[config.mk]
export PLATFORM = sky130hd
export DESIGN_NAME = snd_opm_mixer
export DESIGN_NICKNAME = d
export VERILOG_FILES = /design/src/rtl/snd_pkg.sv /design/src/rtl/snd_sat.sv /design/src/rtl/snd_opm_mixer.sv
export SDC_FILE = /design/constraint.sdc
export NUM_CORES = 1
export LEC_CHECK = 0
export BUFFER_PORTS_ARGS = -buffer_cell sky130_fd_sc_hd__buf_2
export CORE_AREA = 4 4 217 198
export CTS_CLUSTER_DIAMETER = 60
export DETAILED_ROUTE_END_ITERATION = 7
export DIE_AREA = 0 0 221 202
export HOLD_SLACK_MARGIN = 0.05
export PLACE_DENSITY_LB_ADDON = 0.08
export SYNTH_ARGS = -nofsm -noshare
export SYNTH_HDL_FRONTEND = slang
export SYNTH_SLANG_ARGS = --single-unit
[constraint.sdc]
create_clock -name clk -period 31 [get_ports clk]
set_input_delay 7.75 -clock clk [delete_from_list [all_inputs] [get_ports clk]]
set_output_delay 7.75 -clock clk [all_outputs]
set_load 0.02 [all_outputs]
[src/rtl/snd_pkg.sv]
// Shared types and constants for the OPM output mixer.
package snd_pkg;

  typedef logic signed [15:0] sample_t;
  typedef logic [3:0]         vol_t;

  localparam int SAMPLE_MAX = 32767;
  localparam int SAMPLE_MIN = -32768;
  localparam int VOL_SHIFT  = 3;

  typedef enum logic [1:0] {
    IDLE,
    ACCUM,
    SAT
  } mix_state_t;

endpackage

[src/rtl/snd_sat.sv]
// Removes the vol/8 gain scaling from an accumulator and clamps it to a 16-bit sample.
module snd_sat
  import snd_pkg::*;
#(
  parameter int ACC_W = 24
) (
  input  logic signed [ACC_W-1:0] acc,
  output sample_t                 sample,
  output logic                    clipped
);

  localparam logic signed [ACC_W-1:0] HI = ACC_W'(SAMPLE_MAX);
  localparam logic signed [ACC_W-1:0] LO = ACC_W'(SAMPLE_MIN);

  logic signed [ACC_W-1:0] shifted;

  // Arithmetic shift floors toward negative infinity before the clamp.
  always_comb begin
    shifted = acc >>> VOL_SHIFT;
    sample  = shifted[15:0];
    clipped = 1'b0;
    if (shifted > HI) begin
      sample  = sample_t'(SAMPLE_MAX);
      clipped = 1'b1;
    end else if (shifted < LO) begin
      sample  = sample_t'(SAMPLE_MIN);
      clipped = 1'b1;
    end
  end

endmodule

[src/rtl/snd_opm_mixer.sv]
// Stereo mixer for several OPM instances: per-instance gain, serial MAC, 16-bit saturation.
// Optional SND_MIX_CLIP_STAT_EN adds a saturating clip_cnt output.
module snd_opm_mixer
  import snd_pkg::*;
#(
  parameter int COUNT = 3,
  parameter int ACC_W = 24
) (
  input  logic                   clk,
  input  logic                   reset,
  input  logic [COUNT-1:0]       in_valid,
  input  logic [COUNT-1:0][15:0] in_L,
  input  logic [COUNT-1:0][15:0] in_R,
  input  logic [COUNT-1:0]       ch_en,
  input  logic [COUNT-1:0][3:0]  vol,
  input  logic                   tick,
  output sample_t                out_L,
  output sample_t                out_R,
  output logic                   out_valid,
`ifdef SND_MIX_CLIP_STAT_EN
  output logic [15:0]            clip_cnt,
`endif
  output logic                   busy
);

  localparam int IDX_W = (COUNT > 1) ? $clog2(COUNT) : 1;
  localparam logic [IDX_W-1:0] LAST_IDX = IDX_W'(COUNT - 1);

  mix_state_t state, next_state;
  logic start;

  logic [COUNT-1:0][15:0] hold_L, hold_R, shadow_L, shadow_R;
  logic signed [ACC_W-1:0] acc_L, acc_R;
  logic [IDX_W-1:0] idx;
  logic pending;

  logic signed [20:0] prod_L, prod_R;
  sample_t sat_L, sat_R;
  logic clip_L, clip_R;

  assign busy = (state != IDLE);

  always_ff @(posedge clk or posedge reset) begin
    if (reset) state <= IDLE;
    else       state <= next_state;
  end

  always_comb begin
    next_state = state;
    start      = 1'b0;
    case (state)
      IDLE: begin
        if (tick || pending) begin
          start      = 1'b1;
          next_state = ACCUM;
        end
      end
      ACCUM:   if (idx == LAST_IDX) next_state = SAT;
      SAT:     next_state = IDLE;
      default: next_state = IDLE;
    endcase
  end

  // Gain is applied as an integer multiply by vol; the /8 happens at saturation.
  always_comb begin
    prod_L = '0;
    prod_R = '0;
    if (ch_en[idx]) begin
      prod_L = $signed(shadow_L[idx]) * $signed({1'b0, vol[idx]});
      prod_R = $signed(shadow_R[idx]) * $signed({1'b0, vol[idx]});
    end
  end

  always_ff @(posedge clk or posedge reset) begin
    if (reset) begin
      hold_L    <= '0;
      hold_R    <= '0;
      shadow_L  <= '0;
      shadow_R  <= '0;
      acc_L     <= '0;
      acc_R     <= '0;
      idx       <= '0;
      pending   <= 1'b0;
      out_L     <= '0;
      out_R     <= '0;
      out_valid <= 1'b0;
    end else begin
      for (int i = 0; i < COUNT; i++) begin
        if (in_valid[i]) begin
          hold_L[i] <= in_L[i];
          hold_R[i] <= in_R[i];
        end
      end

      if (start) begin
        shadow_L <= hold_L;
        shadow_R <= hold_R;
        acc_L    <= '0;
        acc_R    <= '0;
        idx      <= '0;
      end else if (state == ACCUM) begin
        acc_L <= acc_L + ACC_W'(prod_L);
        acc_R <= acc_R + ACC_W'(prod_R);
        idx   <= idx + IDX_W'(1);
      end

      // One-deep request queue: a tick arriving mid-mix is remembered, extras are dropped.
      if (state != IDLE && tick) pending <= 1'b1;
      else if (start)            pending <= 1'b0;

      out_valid <= (state == SAT);
      if (state == SAT) begin
        out_L <= sat_L;
        out_R <= sat_R;
      end
    end
  end

  snd_sat #(.ACC_W(ACC_W)) u_sat_L (.acc(acc_L), .sample(sat_L), .clipped(clip_L));
  snd_sat #(.ACC_W(ACC_W)) u_sat_R (.acc(acc_R), .sample(sat_R), .clipped(clip_R));

`ifdef SND_MIX_CLIP_STAT_EN
  always_ff @(posedge clk or posedge reset) begin
    if (reset) clip_cnt <= '0;
    else if (state == SAT && (clip_L || clip_R) && clip_cnt != 16'hFFFF)
      clip_cnt <= clip_cnt + 16'd1;
  end
`else
  logic unused_clip;
  assign unused_clip = clip_L ^ clip_R;
`endif

endmodule
## Yosys cells after proc, flatten, opt, wreduce, memory -nomap -nowiden

Index checks and enable logic that the tools add are counted.

| storage, ports and cells | value |
|---|---|
| bits in registers | 278 |
| logic and storage cells | 69 |
| bits of input ports | 117 |
| output and inout bits | 34 |

| cells by class | value |
|---|---|
| $lt $le $gt $ge | 5 |
| reductions and logical operators | 7 |
| $mul | 2 |
| equal/unequal tests | 5 |
| $add $sub $neg | 3 |
| muxes and demuxes | 27 |

Operator list:

| kind | count |
|---|---|
| $mux W16 | 6 |
| $mux W24 | 4 |
| $bmux W16 S2 | 2 |
| $add A24 B21 Y24 | 2 |
| $gt A21 B16 Y1 const B | 2 |
| $lt A21 B16 Y1 const B | 2 |
| $mul A16 B5 Y21 | 2 |
| $mux W21 | 2 |
| $bmux W4 S2 | 1 |
| $mux W2 | 4 |
| $reduce_bool A2 Y1 | 3 |
| $mux W1 | 5 |
| $eq A2 B2 Y1 const B | 2 |
| $mux W4 | 1 |
| $ne A2 B2 Y1 const B | 2 |
| $pmux W2 S2 | 1 |
| $lt A2 B3 Y1 const B | 1 |
| $add A2 B1 Y2 const B | 1 |
| $bmux W1 S2 | 1 |
| $eq A2 B1 Y1 const B | 1 |
| $logic_not A2 Y1 | 1 |
| $reduce_and A2 Y1 | 1 |
| $logic_and A1 B1 Y1 | 1 |
| $logic_or A1 B1 Y1 | 1 |

## Depth between registers and ports, before layout

Gate-level depths: netlist of the first run.

| depth | value |
|---|---|
| word-level depth | 7 |
| mapped depth | 34 |
| mapped depth without buffers | 31 |

## Modules after synthesis

From an unflattened synthesis of the first run, not the netlist that was laid out.

| second synthesis, totals | value |
|---|---|
| cell total of the unflattened synthesis | 1,929 |
| area total of the unflattened synthesis | 18,152.4 µm² |

Modules (own cells, without submodules):

| module | seq. area each (µm²) | area each (µm²) | instances | cells an instance |
|---|---|---|---|---|
| snd_opm_mixer | 6,956.7 | 17,734.5 | 1 | 1,875 |
| snd_sat | 0.0 | 209.0 | 2 | 27 |

## Worst setup path after synthesis of the first run

No wires, ideal clock.

| path | value |
|---|---|
| kind | input port to flip-flop |
| start point | in vol[11] (netlist bit) |
| end point | reg acc_L[23] |
| path buffers | 1 |
| data required time | 30.867 ns |
| library setup time | 0.133 ns |
| stages on the path | 30 |
| setup slack | 17.267 ns |
| arrival time | 13.600 ns |
| cell sequence | mux2i_1 nor2_1 a21oi_1 clkbuf_1 nor2_1 ha_1 inv_1 fa_1 fa_1 inv_1 ha_1 a21oi_1 o21bai_1 a21oi_1 o21bai_1 a21o_1 xnor2_1 nor2_1 ha_1 and4_4 a221oi_2 o21ai_1 a21o_1 a41o_1 a311o_1 a31o_1 o41ai_4 xnor2_1 a22oi_1 o31ai_1 |

| on the way | value |
|---|---|
| word-level cells in the longest chain between the ends | 7 |

RTL lines:

| item | line | source |
|---|---|---|
| start: declaration | snd_opm_mixer.sv:15 | `input logic [COUNT-1:0][3:0] vol,` |
| $bmux W4 S2 | snd_opm_mixer.sv:69 | `prod_L = $signed(shadow_L[idx]) * $signed({1'b0, vol[idx]});` |
| $mux W4 (implied by the code) | snd_opm_mixer.sv:69 |  |
| $mul A16 B5 Y21 | snd_opm_mixer.sv:69 |  |
| $mux W21 | snd_opm_mixer.sv:68 | `if (ch_en[idx]) begin` |
| $add A24 B21 Y24 | snd_opm_mixer.sv:102 | `acc_L <= acc_L + ACC_W'(prod_L);` |
| $mux W24 | snd_opm_mixer.sv:101 | `end else if (state == ACCUM) begin` |
| $mux W24 | snd_opm_mixer.sv:95 | `if (start) begin` |
| end signal: assignment | snd_opm_mixer.sv:102 |  |
| end: declaration | snd_opm_mixer.sv:33 | `logic signed [ACC_W-1:0] acc_L, acc_R;` |

Every way passes these cells. The select of a mux whose other input is x is not followed.
A chain may end at the register's enable or synchronous reset.

## Worst setup path in the final report of the first run

| path | value |
|---|---|
| start point | in vol[10] (netlist bit) |
| end point | reg acc_L[23] |

The elaborated chain is that of the path after synthesis.

==> results.cfg, run 1 <==
[status]
outcome = complete, no violations

[cells_and_area]
diodes = 0
post-route-util_pct = 50.4
num-fill-cells = 3856
layout.cells.non_filler = 2477
drive_above_1_share_pct = 23.7
nNetsFinal = 2227
area_delta_synth_final_pct = 13.0

[detailed_routing]
drcViolationCount = 0
drt_wl_total_um = 40600
drt_iter0_markers = 611
final_antenna_net_count = 0
firstDrtPassIters = 5
via_count = 12800
detail_route.wl_per_cell_um = 16.4
vias_per_cell = 5.15

[grt]
grt_pass1_wl_um = 69100
track_usage_pct = 18.6
grt_max_degree = 91
grt_pass1_vias = 13100
antenna_found_initial = 2
grt_overflow = 0

[sta]
slew_headroom_pct = 29.5
max_freq_mhz = 72.6
hold_violations = 0
worst_slew_pin_slew_ns = 1.06
fin_skew_ns = 0.0316
fin_setup_tns_ns = 0
setup_viol_count_final = 0
rsz0062_at_grt = no
layout_setup_ws_ns = 17.22
fin_crit_ns = 13.78
drv_slew = 0
fin_crit_sh_pct = 44.4

[place]
placed_cells = 2419
place.gp.congestion = 0.849
pre_cts_slack_ns = 16.66
port_buffers = 150
dp_hpwl_um = 30100

[setup_path]
slowest_delay_ns = 0.56
cpMaxStageDelayCell = fa_1
cp-start-kind = primary input
cp_num_buf_inv = 4
ff2ff_setup_slack_ns = 23.08
cp_top_family = compound AO/OA/AOI/OAI gates
r2r_cells = 31
reg2reg_from = idx[1]
cp_max_fo = 32
reg2reg_to = acc_L[23]
arrival_ns = 14.16
cp.required_ns = 31.38
endpoint_kind = flip-flop
crit_type = in -> reg

[logic_synthesis]
yosys.area.top_type = dfrtp_1
yosys.cell_types.count = 64
yosys.area_share.adder_pct = 16.3
synth_compound_area_share_pct = 11.9
muxShareOfSynthArea_pct = 14.1
synth_xor_area_share_pct = 3.35
synth-simple-area-share_pct = 10.7
synth_nets = 2107
synth-seq-cells = 278
syn_area_per_cell_sq_um = 10.1
synthFlopType = dfrtp_1
synth_top_area_share_pct = 38.5
synthCells = 1796
syn_area_sq_um = 18100
synth_edf_count = 0
ys_top_cells_by_area = dfrtp_1 39%, mux2_2 12%, ha_1 8.7%
synth_top_family_by_area = adder cells
synth_seq_area_share_pct = 38.5
async_flop_share_pct = 100
synth_warnings = 0

[clock_network]
cts_buffers = 35
clock_sinks = 278
clockBufferDepth = 3
cts_setup_buffers = 0
cts.clk_slew.worst_paths_ns = 0.05
cts_tree = yes
cts_htree_levels = 2
cts_resized = 0
worstSkewPairLatency_ns = 0.55
cts_root_buf = clkbuf_16
hold_buffers = 0

[worst_hold_path]
min_from = out_L[8]
min_to = out_L[8]
hp-class = reg -> reg
hold_depth = 2

[floorplanning]
die_x_um = 221
num_io_pins = 151
start_util_pct = 44.6
die_area_sq_um = 44600
die_h_um = 202
rows = 70
coreArea_sq_um = 40500

[flow_run]
max_cap_violations = 0
==> worst max-delay path by stage <==
stage                     startpoint   endpoint  slack, ns  cells after the start
after global placement       vol[11]  acc_L[23]      16.89                     31
after CTS                    vol[10]  acc_L[23]      17.21                     31
after floorplan                reset   acc_L[0]      15.58                      1
after global routing         vol[10]  acc_L[23]      16.67                     31
after detailed placement     vol[10]  acc_L[23]      16.66                     31
final                        vol[10]  acc_L[23]      17.22                     31
==> placed cells by master, fill, tap and decap left out, drive strengths merged, types with 14 or more instances in the layout <==
cell,instances
a21oi,103
o22ai,39
inv,163
a21o,24
nor2,195
xor2,35
nand2b,15
buf,165
o22a,21
ha,126
o21ai,73
fa,68
xnor2,34
nor3,25
dfrtp,278
clkbuf,48
nand2,135
mux2i,38
or2,29
o21bai,14
mux2,193
==> state kept, by name, indices dropped and copies added (netlist names) <==
name / flops
acc_R: 24
out_L: 16
hold_R: 48
out_valid: 1
state: 2
acc_L: 24
out_R: 16
idx: 2
pending: 1
shadow_R: 48
hold_L: 48
shadow_L: 48
==> layer usage <==
layer	track usage [%]	share of wire [%]	routed length, um
met5	0	0.049	20
met4	3.41	1.1	453
met2	26.9	41	16600
met3	3.79	4.8	1940
met1	29.0	53	21600
==> metrics by stage <==
stage               hold slack, ns  instance area [sq um]
floorplan                    0.461                  18100
global placement             0.457                  19300
detailed placement           0.464                  19300
CTS                          0.476                  20400
global route                 0.489                  20400
finish                       0.469                  20400
==> worst reg2reg max path: cells and delay by family (launching register included) <==
| family | cells | cell delay [ns] |
|---|---|---|
| muxes | 1 | 0.32 |
| AOI/OAI and AO/OA | 15 | 2.90 |
| xor gates and xnor gates | 2 | 0.29 |
| and+or+nand+nor | 4 | 0.49 |
| DFF | 1 | 0.61 |
| adders and majority gates | 5 | 2.04 |
| buffers and inverters | 4 | 1.11 |
==> cells in the mapped netlist, types with 23 or more instances <==
| library cell | instances |
|---|---|
| xnor2_1 | 34 |
| inv_1 | 160 |
| clkbuf_1 | 64 |
| or2_2 | 27 |
| a21oi_1 | 102 |
| nand2_1 | 135 |
| mux2_2 | 193 |
| a21o_1 | 23 |
| nor2_1 | 195 |
| ha_1 | 126 |
| o21ai_0 | 62 |
| fa_1 | 68 |
| nor3_1 | 25 |
| mux2i_1 | 38 |
| xor2_1 | 35 |
| dfrtp_1 | 278 |
| o22ai_1 | 39 |
==> cell type report <==
| type | instances | area (sq um) | share of cell area, % |
|---|---|---|---|
| clock buffers | 48 | 975 | 4.78 |
| clock inverters | 10 | 95.1 | 0.466 |
| inverters | 160 | 608 | 2.98 |
| multi-input cells | 1276 | 10200 | 50.1 |
| flip-flops and latches | 278 | 6960 | 34.1 |
| well taps | 540 | 676 | 3.31 |
| repair buffers | 165 | 863 | 4.23 |
==> cell families after synthesis <==
group	Yosys count
compound gates	334
xor+xnor	69
fa+ha+maj	195
buf+inv	242
flops	278
mux	231
simple gates	447
Power of run 1 is not shown: default switching activity piles up to over one toggle a cycle in this logic, so the estimate is an artifact.
==> run 2, diff against run 1 <==
==> constraint.sdc (replaced) <==
create_clock -name clk -period 13.62 [get_ports clk]
set_input_delay 3.405 -clock clk [delete_from_list [all_inputs] [get_ports clk]]
set_output_delay 3.405 -clock clk [all_outputs]
set_load 0.02 [all_outputs]
==> run 2 against run 1 <==
Compared with the run above:
- die area is the same
- wire length grew 1.6%
- critical path depth is the same
- via count is essentially flat
- cell count grew 0.12%
- clock skew shrank 0.00076 ns
- worst setup slack lost 13 ns
- sequential share of layout area shrank 0.16 points
- global-route usage grew 0.11 points
==> results.cfg, run 2 (same netlist as run 1, synthesis figures left out) <==
[place]
placed_cells = 2419
place.gp.congestion = 0.842
pre_cts_slack_ns = 3.66
place_area_sq_um = 19300
port_buffers = 150
dp_hpwl_um = 30200

[cells_and_area]
nNetsFinal = 2228
most-common-layout-cells = 276 x dfrtp_1, 194 x nor2_1, 193 x mux2_2, 159 x inv_1, 150 x buf_2
diodes = 0
num-fill-cells = 3804
area_delta_synth_final_pct = 13.5
final_common_cell = dfrtp_1
drive_above_1_share_pct = 23.7
stdcell_area_sq_um = 20500
layout.cells.non_filler = 2480

[clock_network]
cts_resized = 0
cts_htree_levels = 2
hold_buffers = 0
cts_root_buf = clkbuf_16
clockBufferDepth = 3
clock_sinks = 278
cts_buffers = 36
cts_tree = yes
cts_setup_buffers = 0
cts.clk_slew.worst_paths_ns = 0.06
worstSkewPairLatency_ns = 0.56

[floorplanning]
coreArea_sq_um = 40500
rows = 70
start_util_pct = 44.6
die_x_um = 221
die_h_um = 202
die_area_sq_um = 44600
num_io_pins = 151

[sta]
hold_violations = 0
fin_crit_sh_pct = 69.4
slew_headroom_pct = 28.3
rsz0062_at_grt = no
fin_setup_tns_ns = 0
worst_slew_pin_slew_ns = 1.08
layout_setup_ws_ns = 4.17
max_freq_mhz = 106
drv_slew = 0
fin_skew_ns = 0.0308
fin_crit_ns = 9.45
setup_viol_count_final = 0

[setup_path]
endpoint_kind = flip-flop
cpMaxStageDelayCell = fa_1
startpoint = vol[10]
arrival_ns = 9.84
reg2reg_to = acc_L[23]
cp-start-kind = primary input
ff2ff_setup_slack_ns = 5.64
reg2reg_from = idx[1]
crit_type = in -> reg
r2r_cells = 31
crit_path_end = acc_L[23]
cp.required_ns = 14.01
slowest_delay_ns = 0.55
cp_max_fo = 32

[grt]
track_usage_pct = 18.7
grt_pass1_vias = 13200
grt_overflow = 0
grt_pass1_wl_um = 69300
antenna_found_initial = 1
grt_max_degree = 91

[detailed_routing]
final_antenna_net_count = 0
via_count = 12800
firstDrtPassIters = 5
drt_iter0_markers = 622
drcViolationCount = 0
vias_per_cell = 5.15
drt_wl_total_um = 41300
detail_route.wl_per_cell_um = 16.6

[status]
outcome = complete, no violations

[worst_hold_path]
hp-class = reg -> reg
min_from = out_R[3]

[flow_run]
max_cap_violations = 0
==> run 2: cell types whose count changed in the layout (fill, tap and decap cells not counted), sizes merged <==
cell,change
clkinvlp,-1
clkinv,+1
inv,+1
bufinv,+2
==> run 2: critical path, delay by kind of cell <==
kind                     cells  cell delay [ns]
AND/OR/NAND/NOR              4             0.46
XOR/XNOR                     2             0.27
AO/OA/AOI/OAI               15             3.01
multiplexers                 1             0.12
adder cells (fa/ha/maj)      5             2.02
buffers and inverters        4             0.56
==> run 2: worst min-delay path by stage <==
stage	cells after the start	endpoint
5_1_grt	2	out_R[5]
2_1_floorplan	2	pending
6_report	2	out_R[3]
3_3_place_gp	2	out_R[3]
3_5_place_dp	2	out_R[5]
4_1_cts	2	out_R[5]
==> run 2: per-stage QoR <==
| step | utilization (%) | hold slack (ns) |
|---|---|---|
| global route | 50.7 | 0.481 |
| global placement | 47.8 | 0.457 |
| detailed placement | 47.8 | 0.465 |
| finish | 50.7 | 0.471 |
| floorplan | - | 0.461 |
| CTS | 50.7 | 0.477 |
==> run 2: routing by layer <==
| layer | GRT usage (%) | up-vias | share of wire [%] |
|---|---|---|---|
| li1 | - | 6378 | - |
| met1 | 28.9 | 6120 | 54 |
| met2 | 27.4 | 207 | 41 |
| met3 | 3.05 | 56 | 3.8 |
| met4 | 4.70 | 2 | 1.8 |
| met5 | 0 | - | 0.048 |
==> run 2: final cells by class <==
| cell class | instances | area, sq um | area share [%] |
|---|---|---|---|
| Inverter | 160 | 608 | 2.97 |
| Timing Repair Buffer | 165 | 863 | 4.21 |
| Sequential cell | 278 | 6960 | 34.0 |
| Clock inverter | 13 | 186 | 0.910 |
| Clock buffer | 48 | 977 | 4.77 |
| Multi-Input combinational cell | 1276 | 10200 | 49.9 |
| Tap cell | 540 | 676 | 3.30 |
Power of run 2 is left out for the same reason.
